[src/rtl/cnt_pkg.sv]
// Shared types and helpers for the step/address counter.
package cnt_pkg;

    localparam int unsigned MAX_WIDTH = 32;

    typedef enum logic {
        WRAP = 1'b0,
        SAT  = 1'b1
    } step_mode_e;

    // Add/subtract at MAX_WIDTH+1 bits; callers truncate to WIDTH+1 for carry/borrow at bit WIDTH.
    function automatic logic [MAX_WIDTH:0] addsub_raw(
        input logic [MAX_WIDTH:0] a,
        input logic [MAX_WIDTH:0] b,
        input logic               sub
    );
        return sub ? (a - b) : (a + b);
    endfunction

    function automatic logic [MAX_WIDTH-1:0] all_ones(input int unsigned w);
        logic [MAX_WIDTH-1:0] m;
        m = '1;
        return m >> (MAX_WIDTH - w);
    endfunction

endpackage

[src/rtl/addsub_core.sv]
// Combinational WIDTH-bit add/subtract with carry/borrow out and limit-hit detection.
module addsub_core
    import cnt_pkg::*;
#(
    parameter int unsigned WIDTH = 9
) (
    input  logic [WIDTH-1:0] a,
    input  logic [WIDTH-1:0] b,
    input  logic [WIDTH-1:0] limit,
    input  logic             sub,
    output logic [WIDTH-1:0] result,
    output logic             cout,
    output logic             hit
);

    logic [WIDTH:0] raw;

    assign raw    = (WIDTH+1)'(addsub_raw((MAX_WIDTH+1)'(a), (MAX_WIDTH+1)'(b), sub));
    assign result = raw[WIDTH-1:0];
    assign cout   = raw[WIDTH];

    // Hit is judged on the unbounded result: the step reaches limit when it covers the gap.
    always_comb begin
        hit = (a == limit) && (b == '0);
        if (sub) begin
            if ((a > limit) && (b >= (a - limit))) begin
                hit = 1'b1;
            end
        end else begin
            if ((a < limit) && (b >= (limit - a))) begin
                hit = 1'b1;
            end
        end
    end

endmodule

[src/rtl/step_counter_addsub.sv]
// Registered WIDTH-bit step counter: add/sub step with wrap or saturate, limit pulse and auto-reload.
module step_counter_addsub
    import cnt_pkg::*;
#(
    parameter int unsigned      WIDTH     = 9,
    parameter logic [WIDTH-1:0] RESET_VAL = '0
) (
    input  logic             MasterClock,
    input  logic             RESET,
    input  logic             load,
    input  logic [WIDTH-1:0] load_val,
    input  logic             en,
    input  logic             sub,
    input  logic [WIDTH-1:0] step,
    input  logic             sat,
    input  logic [WIDTH-1:0] limit,
    input  logic             reload_en,
    output logic [WIDTH-1:0] count,
    output logic             carry,
    output logic             tc,
    output logic             busy_sat
);

    localparam logic [WIDTH-1:0] ALL_ONES = WIDTH'(all_ones(WIDTH));

    logic [WIDTH-1:0] sum;
    logic             sum_cout;
    logic             limit_hit;
    step_mode_e       mode;

    logic [WIDTH-1:0] count_nxt;
    logic             carry_nxt;
    logic             tc_nxt;
    logic             busy_nxt;

    addsub_core #(
        .WIDTH (WIDTH)
    ) u_core (
        .a      (count),
        .b      (step),
        .limit  (limit),
        .sub    (sub),
        .result (sum),
        .cout   (sum_cout),
        .hit    (limit_hit)
    );

    assign mode = sat ? SAT : WRAP;

    // Next-state selection: load beats step beats hold.
    always_comb begin
        count_nxt = count;
        carry_nxt = carry;
        tc_nxt    = 1'b0;
        busy_nxt  = busy_sat;
        if (load) begin
            count_nxt = load_val;
            carry_nxt = 1'b0;
            busy_nxt  = 1'b0;
        end else if (en) begin
            carry_nxt = sum_cout;
            if ((mode == SAT) && sum_cout) begin
                count_nxt = sub ? '0 : ALL_ONES;
                busy_nxt  = 1'b1;
            end else begin
                count_nxt = sum;
                busy_nxt  = 1'b0;
            end
            if (limit_hit) begin
                tc_nxt = 1'b1;
                if (reload_en) begin
                    count_nxt = load_val;
                    busy_nxt  = 1'b0;
                end
            end
        end
    end

    always_ff @(posedge MasterClock) begin
        if (RESET) begin
            count    <= RESET_VAL;
            carry    <= 1'b0;
            tc       <= 1'b0;
            busy_sat <= 1'b0;
        end else begin
            count    <= count_nxt;
            carry    <= carry_nxt;
            tc       <= tc_nxt;
            busy_sat <= busy_nxt;
        end
    end

endmodule

[config.mk]
export PLATFORM = sky130hd
export DESIGN_NAME = step_counter_addsub
export DESIGN_NICKNAME = d
export VERILOG_FILES = /design/src/rtl/cnt_pkg.sv /design/src/rtl/addsub_core.sv /design/src/rtl/step_counter_addsub.sv
export SDC_FILE = /design/constraint.sdc
export NUM_CORES = 1
export LEC_CHECK = 0
export CORE_UTILIZATION = 50
export CTS_CLUSTER_DIAMETER = 80
export DETAILED_ROUTE_END_ITERATION = 6
export GPL_TIMING_DRIVEN = 0
export PLACE_DENSITY = 0.77
export SYNTH_ARGS = -nofsm -noshare
export SYNTH_HDL_FRONTEND = slang
export SYNTH_SLANG_ARGS = --single-unit
[constraint.sdc]
create_clock -name MasterClock -period 5.1 [get_ports MasterClock]
set_input_delay 1.53 -clock MasterClock [delete_from_list [all_inputs] [get_ports MasterClock]]
set_output_delay 1.53 -clock MasterClock [all_outputs]
set_load 0.03 [all_outputs]
# ---- Yosys cells after proc, flatten, opt, wreduce, memory -nomap -nowiden
# Index checks and enable logic that the tools add are counted.
dict set report totals {
  regBits 12
  input_bits 34
  output_inout_bits 12
  elab_cells 37
}
dict set report classes {
  n_addsub 4
  magnitude_cmp 4
  eq_ne 1
  mux 15
  n_bitwise 1
  n_reduce_logical 8
}
# cell count
set op_table {}
lappend op_table {{$mux 9} 6}
lappend op_table {{$ge 9x9->1} 2}
lappend op_table {{$sub 9x9->9} 2}
lappend op_table {{$add 9x9->10} 1}
lappend op_table {{$mux 10} 1}
lappend op_table {{$sub 9x9->10} 1}
lappend op_table {{$eq 9x9->1} 1}
lappend op_table {{$gt 9x9->1} 1}
lappend op_table {{$logic_not 9->1} 1}
lappend op_table {{$lt 9x9->1} 1}
lappend op_table {{$mux 1} 8}
lappend op_table {{$logic_and 1x1->1} 4}
lappend op_table {{$reduce_or 3->1} 1}
lappend op_table {{$reduce_bool 2->1} 1}
lappend op_table {{$reduce_or 2->1} 1}
lappend op_table {{$not 1->1} 1}

# ---- Logic depth before layout (Yosys ltp)
# Gate-level depths: netlist of run 1.
dict set report logic_depth {
  depth_word 8
  ltp_mapped 18
  ltp_nobuf 17
}

# ---- Cells and area by module
# Synthesis of run 1 repeated with hierarchy kept, for this count alone.
dict set report unflattened {
  hier_cells 301
  area_unflattened_um2 2364.8
}
# mod n_inst cells_each area_each_um2 seq_area_each_um2
set modules_own_cells {}
lappend modules_own_cells {addsub_core 1 229 1716.6 0.0}
lappend modules_own_cells {step_counter_addsub 1 72 648.1 240.2}

# ---- Least setup slack after synthesis of run 1
# OpenSTA, ideal clock, no wires.
dict set report synth_timing {
  kind {input port to flip-flop}
  startpoint {input limit[1]}
  endpoint {register count[0]}
  setup_time_ns 0.120
  t_arrival_ns 4.439
  t_required_ns 4.980
  slack_ns 0.541
  path_stages 18
  n_path_buf 1
  path_cell_list {inv_1 ha_1 nor2b_1 o21ai_0 nand2b_1 a21o_1 a21o_1 a221oi_1 xor2_1 ha_1 nand2_1 o21ai_0 a21oi_1 nor3b_1 o31a_1 and3b_1 buf_6 a211o_1}
}
dict set report synth_via {
  elab_chain_len 8
  elab_cells_between_ends 16
  classes_between {add/sub (2); order compare (4); eq/ne (1); mux (6); reduce/logical (3)}
}
# item line
set synth_lines {}
lappend synth_lines {{start, declared} step_counter_addsub.sv:16} ;# input logic [WIDTH-1:0] limit,
lappend synth_lines {{$sub 9x9->9, on equally long branches} {addsub_core.sv:30, addsub_core.sv:26}}
lappend synth_lines {{$ge 9x9->1, on equally long branches} {addsub_core.sv:30, addsub_core.sv:26}}
lappend synth_lines {{$logic_and 1x1->1, on equally long branches} {addsub_core.sv:30, addsub_core.sv:26}}
lappend synth_lines {{$mux 1, on equally long branches} {addsub_core.sv:30, addsub_core.sv:26}}
lappend synth_lines {{$mux 1 (*)} addsub_core.sv:25} ;# if (sub) begin
lappend synth_lines {{$mux 9 (*)} step_counter_addsub.sv:69} ;# if (limit_hit) begin
lappend synth_lines {{$mux 9 (*)} step_counter_addsub.sv:60} ;# end else if (en) begin
lappend synth_lines {{$mux 9 (*)} step_counter_addsub.sv:56} ;# if (load) begin
lappend synth_lines {{end signal, assigned} step_counter_addsub.sv:86} ;# count <= count_nxt;
lappend synth_lines {{end, declared} step_counter_addsub.sv:18} ;# output logic [WIDTH-1:0] count,
# Mark *: on every way between the ends. The rest lies on a longest branch, timed or not. The select of a mux whose other input is x is not followed.
# A chain may end at the register's enable or synchronous reset.

# ---- Worst setup path after layout of run 1
dict set report layout_timing {
  startpoint {input limit[3]}
  endpoint {register count[1]}
}
# The elaborated chain is that of the path after synthesis.

==> results of run 1 <==
-- metal layers --
metal,share of wire [%],vias up
li1,-,1222
met1,43,1128
met2,50,59
met3,3.7,19
met4,3.0,0
met5,0,-
-- how the worst min path moves through the flow --
stage          start  endpoint  slack (ns)  cells after the start
2_1_floorplan  carry     carry        0.61                      2
3_3_place_gp   carry     carry        0.48                      2
3_5_place_dp   carry     carry        0.49                      2
4_1_cts        carry     carry        0.50                      2
5_1_grt        carry     carry        0.55                      2
6_report       carry     carry        0.50                      2
-- area by class of cell --
cell class	count	area, µm²
buffer	14	78.8
clock buffer	3	41.3
fill	383	1390
inverter	24	90.1
multi-input combinational	261	2100
sequential	12	240
tap	52	65.1
timing repair buffer	48	470
-- power groups by stage --
stage / clock [mW] / sequential (mW) / combinational (mW)
after global routing: 0.0923 / 0.123 / 0.612
final: 0.0883 / 0.121 / 0.553
after CTS: 0.0900 / 0.120 / 0.513
after global placement: 0 / 0.121 / 0.483
after detailed placement: 0 / 0.122 / 0.496
after floorplan: 0 / 0.137 / 0.345
-- cell usage after synthesis, types with 3 or more instances --
cell type / n
nand2_1: 15
nand2b_1: 8
xnor2_1: 21
nor4_1: 4
nor2b_1: 12
nor3_1: 14
a21oi_1: 25
clkbuf_1: 4
a21o_1: 6
ha_1: 45
a211o_1: 7
o21ai_0: 13
a31oi_1: 4
nor2_1: 25
dfxtp_1: 12
a41oi_1: 3
xor2_1: 7
fa_1: 3
buf_2: 9
inv_1: 24
o2111ai_1: 3
nand3_1: 6
o21a_1: 4
a22o_1: 5
-- cell families (layout without fill, tap and decap cells) --
logic type | Yosys count | in the layout | share of synthesized area, %
muxes | 3 | 3 | 1.41
and+or+nand+nor | 96 | 96 | 20.9
DFF | 12 | 12 | 10.0
AOI/OAI and AO/OA | 86 | 86 | 24.5
buffers and inverters | 39 | 89 | 6.90
adders and majority gates | 48 | 48 | 26.0
xor gates and xnor gates | 28 | 28 | 10.2
-- repair_timing --
item,4_1_cts,5_1_grt
endpoints found under the setup margin,10,10
pin swaps,0,11
gates resized for setup,6,28
buffers inserted,1,3
-- stage by stage --
stage | power (mW) | utilization [%] | hold slack [ns]
after global routing | 0.827 | 68.9 | 0.554
after detailed placement | 0.618 | 64.8 | 0.487
after floorplan | 0.482 | - | 0.606
after global placement | 0.605 | 64.8 | 0.476
after CTS | 0.722 | 66.5 | 0.501
final | 0.762 | 68.9 | 0.496
-- placed cells by master, fill, tap and decap left out, types with 5 or more instances in the layout --
cell type / instances
ha_1: 42
clkdlybuf4s50_1: 41
nor2_1: 25
inv_1: 24
a21oi_1: 20
xnor2_1: 20
nand2_1: 15
nor3_1: 14
nor2b_1: 12
dfxtp_1: 12
o21ai_0: 10
nand2b_1: 8
xor2_1: 7
a211o_1: 7
buf_2: 6
a21o_1: 6
buf_4: 5
nand3_1: 5
o21ai_1: 5
a21oi_2: 5
a22o_1: 5
-- sequential cells by signal, indices dropped and copies added (netlist names) --
name / flops
tc: 1
carry: 1
count: 9
busy_sat: 1
-- worst max-delay path: stages --
cell	delay [ns]
clkdlybuf4s50_1	0.51
inv_1	0.06
ha_1	0.28
buf_4	0.17
o21ai_1	0.08
nand2b_1	0.18
buf_4	0.19
a21o_1	0.18
a21oi_2	0.14
xor2_1	0.19
ha_1	0.26
o2111ai_1	0.13
o21ai_1	0.11
nor4bb_4	0.19
o31a_1	0.35
and3b_1	0.21
buf_6	0.13
a211o_1	0.29
==> flow_metrics.py, run 1 <==
metrics = {
    "placement": {
        "io_buffers": 44,
        "dpl_worst_slack_ns": -0.467,
        "gp_congestion": 0.824,
        "dp_hpwl_um": 4970,
        "dp.cells": 408,
        "placed_area_um2": 2900,
    },
    "power": {
        "cellPowerDensity_nw_per_um2": 247,
        "p_sw_share_pct": 44.9,
        "ir_drop_mv": 0.184,
        "combPwrFrac_pct": 72.6,
        "p_clk_share_pct": 11.6,
        "total_leakage_power_nw": 1.38,
        "sequentialPowerShare_pct": 15.9,
        "p_int_mw": 0.419,
        "p_switching_mw": 0.342,
    },
    "grt": {
        "first_global_vias": 2311,
        "grt_max_degree": 11,
        "grt_pass1_wl_um": 10100,
        "gr-usage-met1_pct": 29.8,
        "grt.overflow.total": 0,
        "grt-busiest-layer": "met2",
        "grt_util_met3_pct": 1.99,
        "track_usage_pct": 25.1,
        "antenna_found_initial": 0,
        "grt_use_met2_pct": 46.5,
    },
    "floorplan": {
        "num_io_pins": 46,
        "coreArea_um2": 4470,
        "dieArea_um2": 5070,
        "rows": 24,
        "initial_core_util_pct": 53.5,
        "die_h_um": 71.2,
        "die_x_um": 71.2,
    },
    "synth": {
        "synth-edff-count": 0,
        "synth_cells": 312,
        "synth_area_leaders": "ha_1 24%, dfxtp_1 10%, xnor2_1 7.7%, a21oi_1 5.2%, nor2_1 3.9%",
        "synth.avg_cell_area_um2": 7.67,
        "synth_top_area_share_pct": 23.5,
        "synthArstFlopShare_pct": 0,
        "ys_seq_area_share_pct": 10.0,
        "synth_flop_cell": "dfxtp_1",
        "yosysUniqueCellTypes": 49,
        "synth-seq-cells": 12,
        "yosys_warnings": 0,
        "syn_nets": 394,
        "yosysTopAreaCell": "ha_1",
        "synthesis.area_um2": 2390,
    },
    "worst_setup_path": {
        "cp.arrival_ns": 5.17,
        "cp-endpoint": "count[1]",
        "crit_path_end_kind": "flop",
        "rrSetupSlack_ns": 1.31,
        "crit_path_max_fanout": 8,
        "r2r_cells": 19,
        "r2r_start": "count[0]",
        "start_kind": "input pin",
        "critical_path_class": "in -> reg",
        "cp_data_required_time_ns": 5.23,
        "startpoint": "limit[3]",
        "r2r-end": "count[1]",
    },
    "cells_and_area": {
        "diodes": 0,
        "drive_above_1_share_pct": 10.8,
        "areaGrowthSynthToFinish_pct": 28.8,
        "final_area_um2": 3080,
        "nets": 446,
        "stdcell_count": 414,
    },
    "clock_network": {
        "cts_max_level": 1,
        "clk_path_buf_depth": 2,
        "cts-buffers-inserted": 3,
        "hold_buffers": 0,
        "clkSinkCount": 12,
        "cts_tree": "done",
        "clk_transition_reported_paths_ns": 0.05,
        "insertion_delay_ns": 0.25,
        "root_buffer": "clkbuf_8",
    },
    "timing": {
        "slew_headroom_pct": 57.7,
        "finalHoldViolCount": 0,
        "setup_tns_ns": 0,
        "tightest_slew_ns": 0.629,
        "fmax_mhz": 198,
        "final_max_slew_viol_count": 0,
        "final-setup-viol-count": 0,
        "finalCritPeriodShare_pct": 98.8,
        "fin_ws_ns": 0.0617,
        "skew_ns": 0.00207,
        "final.min_clock_period_ns": 5.04,
    },
    "flow_run": {
        "max_cap_violations": 0,
    },
    "run_status": {
        "status": "completed",
    },
    "routing": {
        "vias": 2428,
        "routed_wl_um": 6280,
        "drt_iter0_drc": 106,
        "drt_first_pass_iters": 4,
        "wl_per_cell_um": 15.2,
        "ant_nets": 0,
        "drcViolationCount": 0,
        "vias_per_cell": 5.86,
    },
    "hold_path": {
        "worstHoldPathType": "reg -> reg",
    },
}
(Power assumes the default switching activity.)
==> run 2: changes to the inputs <==
Settings changed: CORE_MARGIN from default to 4, SYNTH_HIERARCHICAL from default to 1.
==> run 2 against run 1 <==
Effect of this change:
- setup slack better by 0.077 ns
- utilization up 0.64 points
- design area up 0.93%
- maximum frequency up 1.6%
- sequential power about the same
- critical endpoint is now count[2]
- highest routed layer unchanged
- synthesized area down 1.2%
- hold slack better by 0.098 ns
- via count up 1.5%
- first-iteration DRC count up 22%
- largest cell class unchanged
==> flow_metrics.py, run 2 <==
metrics = {
    "cells_and_area": {
        "top_register": "count",
        "most-common-layout-cells": "42 x clkdlybuf4s50_1, 41 x ha_1, 25 x inv_1",
        "largest_reg_flops": 9,
        "utilization_pct": 69.5,
        "diodes": 0,
        "nets": 438,
        "layout_commonest_cell": "clkdlybuf4s50_1",
        "drive_above_1_share_pct": 13.3,
        "areaGrowthSynthToFinish_pct": 31.5,
        "final_area_um2": 3110,
    },
    "floorplan": {
        "dieArea_um2": 5890,
        "initial_core_util_pct": 52.9,
        "die_h_um": 76.8,
        "coreArea_um2": 4470,
        "num_io_pins": 46,
        "rows": 24,
        "die_x_um": 76.8,
    },
    "grt": {
        "grt_max_degree": 12,
        "grt.overflow.total": 0,
        "grt_pass1_wl_um": 10500,
        "first_global_vias": 2440,
        "track_usage_pct": 20.8,
        "antenna_found_initial": 0,
    },
    "run_status": {
        "status": "completed",
    },
    "synth": {
        "synth_top_family_by_area": "compound AO/OA/AOI/OAI gates",
        "synth.most_common_cell": "ha_1",
        "synth-edff-count": 0,
        "synth.avg_cell_area_um2": 7.86,
        "ys_seq_area_share_pct": 10.2,
        "yosysTopAreaCell": "ha_1",
        "synth-xor-area-share_pct": 8.89,
        "syn_nets": 383,
        "synth_cells": 301,
        "synthAdderAreaFrac_pct": 26.3,
        "synth-seq-cells": 12,
        "synthesis.area_um2": 2360,
        "synth_simple_gate_area_share_pct": 18.1,
        "synth_compound_area_share_pct": 29.3,
        "synth_common_cells": "45 x ha_1, 27 x inv_1, 24 x nor2_1",
        "synth_area_leaders": "ha_1 24%, dfxtp_1 10%, a2111oi_2 5.7%, a21oi_1 4.7%, xnor2_1 4.4%",
        "synth_flop_cell": "dfxtp_1",
        "synth_top_area_share_pct": 23.8,
        "yosysUniqueCellTypes": 47,
        "synthArstFlopShare_pct": 0,
        "synthMuxAreaShare_pct": 1.27,
        "yosys_warnings": 6,
    },
    "clock_network": {
        "cts_tree": "done",
        "cts_max_level": 1,
        "clk_path_buf_depth": 2,
        "clkSinkCount": 12,
        "root_buffer": "clkbuf_8",
        "cts-buffers-inserted": 3,
        "insertion_delay_ns": 0.24,
        "clk_transition_reported_paths_ns": 0.05,
    },
    "timing": {
        "fmax_mhz": 202,
        "final-setup-viol-count": 0,
        "finalCritPeriodShare_pct": 97.3,
        "finalHoldViolCount": 0,
        "skew_ns": 0.000717,
        "final.min_clock_period_ns": 4.96,
        "tightest_slew_ns": 0.719,
        "fin_ws_ns": 0.139,
        "hold_ws_ns": 0.594,
        "slew_headroom_pct": 52.1,
        "final_max_slew_viol_count": 0,
    },
    "worst_setup_path": {
        "cp_data_required_time_ns": 5.19,
        "critPathTopFamily": "compound AO/OA/AOI/OAI gates",
        "max_stage_delay_ns": 0.43,
        "cp_slowest_cell": "clkdlybuf4s50_1",
        "crit_path_end_kind": "flop",
        "crit_path_max_fanout": 6,
        "path_buf_inv": 2,
        "start_kind": "input pin",
        "critical_path_class": "in -> reg",
        "cp.arrival_ns": 5.05,
        "crit_path_cell_trace": "clkdlybuf4s50_1 > ha_1 > clkbuf_1 > nand4_1 > a21oi_1 > a211oi_1 > xor2_1 > ha_1 > nand4_1 > nor2_1 > a221o_1 > a41o_1 > a21o_1 > nand2_2 > o2111a_2 > a2111oi_4",
    },
    "routing": {
        "vias": 2465,
        "drt_iter0_drc": 129,
        "vias_per_cell": 6.07,
        "drcViolationCount": 0,
        "wl_per_cell_um": 15.6,
        "routed_wl_um": 6350,
        "ant_nets": 0,
        "drt_first_pass_iters": 4,
    },
    "power": {
        "power_mw": 0.750,
        "total_leakage_power_nw": 1.38,
        "ir_drop_mv": 0.202,
        "cellPowerDensity_nw_per_um2": 241,
    },
    "placement": {
        "io_buffers": 45,
        "gp_congestion": 0.874,
        "dp_hpwl_um": 4900,
        "placed_area_um2": 2880,
        "dpl_worst_slack_ns": -0.439,
    },
    "hold_path": {
        "worstHoldPathType": "reg -> reg",
    },
    "flow_run": {
        "max_cap_violations": 0,
    },
}
## run 2: cell count changes in the layout (fill, tap and decap cells not counted), moves of 4 or more
cell / change
a2111oi_2: +8
a211o_1: -4
a22o_1: -5
nor2b_1: -5
nor3_1: -5
nor4_1: -4
o21ai_0: +6
o21ai_1: -4
o21bai_1: +4
or3_1: +7
xnor2_1: -8
xor2_1: +4
## run 2: worst min-delay path, stage by stage, from the launching register on
cell and delay [ns]:
dfxtp_1 0.32, mux2i_1 0.16, nor3_1 0.07
## run 2: timing repair
item,CTS,global route
setup endpoints to repair,9,10
buffers inserted,3,2
pin swaps,5,10
cloned,1,0
hold buffers,0,0
resized for setup,6,28
## run 2: cells by family (layout without fill, tap and decap cells)
family,Yosys count,in the layout
xor gates and xnor gates,24,24
adders and majority gates,48,48
AOI/OAI and AO/OA,91,92
buffers and inverters,36,88
muxes,3,3
and+or+nand+nor,87,87
DFF,12,12
## run 2: final timing paths
| check | startpoint | to | slack [ns] | depth (start not counted) |
|---|---|---|---|---|
| setup reg to reg | count[1] | count[2] | 1.25 | 16 |
| setup / recovery | limit[7] | count[2] | 0.14 | 16 |
| hold reg to reg | carry | carry | 0.59 | 2 |
| hold / removal | carry | carry | 0.59 | 2 |
## run 2: metal layers
layer  track usage [%]  vias to the layer above  share of wire, %
met3              2.22                       13               4.4
met1              26.0                     1156                43
met5                 0                        -                 0
met4              6.34                        0               1.6
li1                  -                     1218                 -
met2              37.2                       78                51
## run 2: metrics by stage
stage	cells	setup TNS (ns)
after floorplan	301	0
after global placement	398	-3.54
after detailed placement	398	-3.84
after CTS	404	0
after global routing	406	-0.443
final	406	0
## run 2: power breakdown
group / internal (mW) / switching, mW
Combinational: 0.251 / 0.293
Sequential: 0.104 / 0.0163
Clock: 0.0519 / 0.0328
## run 2: area by class of cell
type	instances	area [µm²]
Inverter	28	105
Sequential cell	12	240
Clock buffer	3	41.3
Timing Repair Buffer	50	495
Tap cell	52	65.1
Multi-Input combinational cell	254	2130
Buffer	7	30.0
Fill cell	372	1360
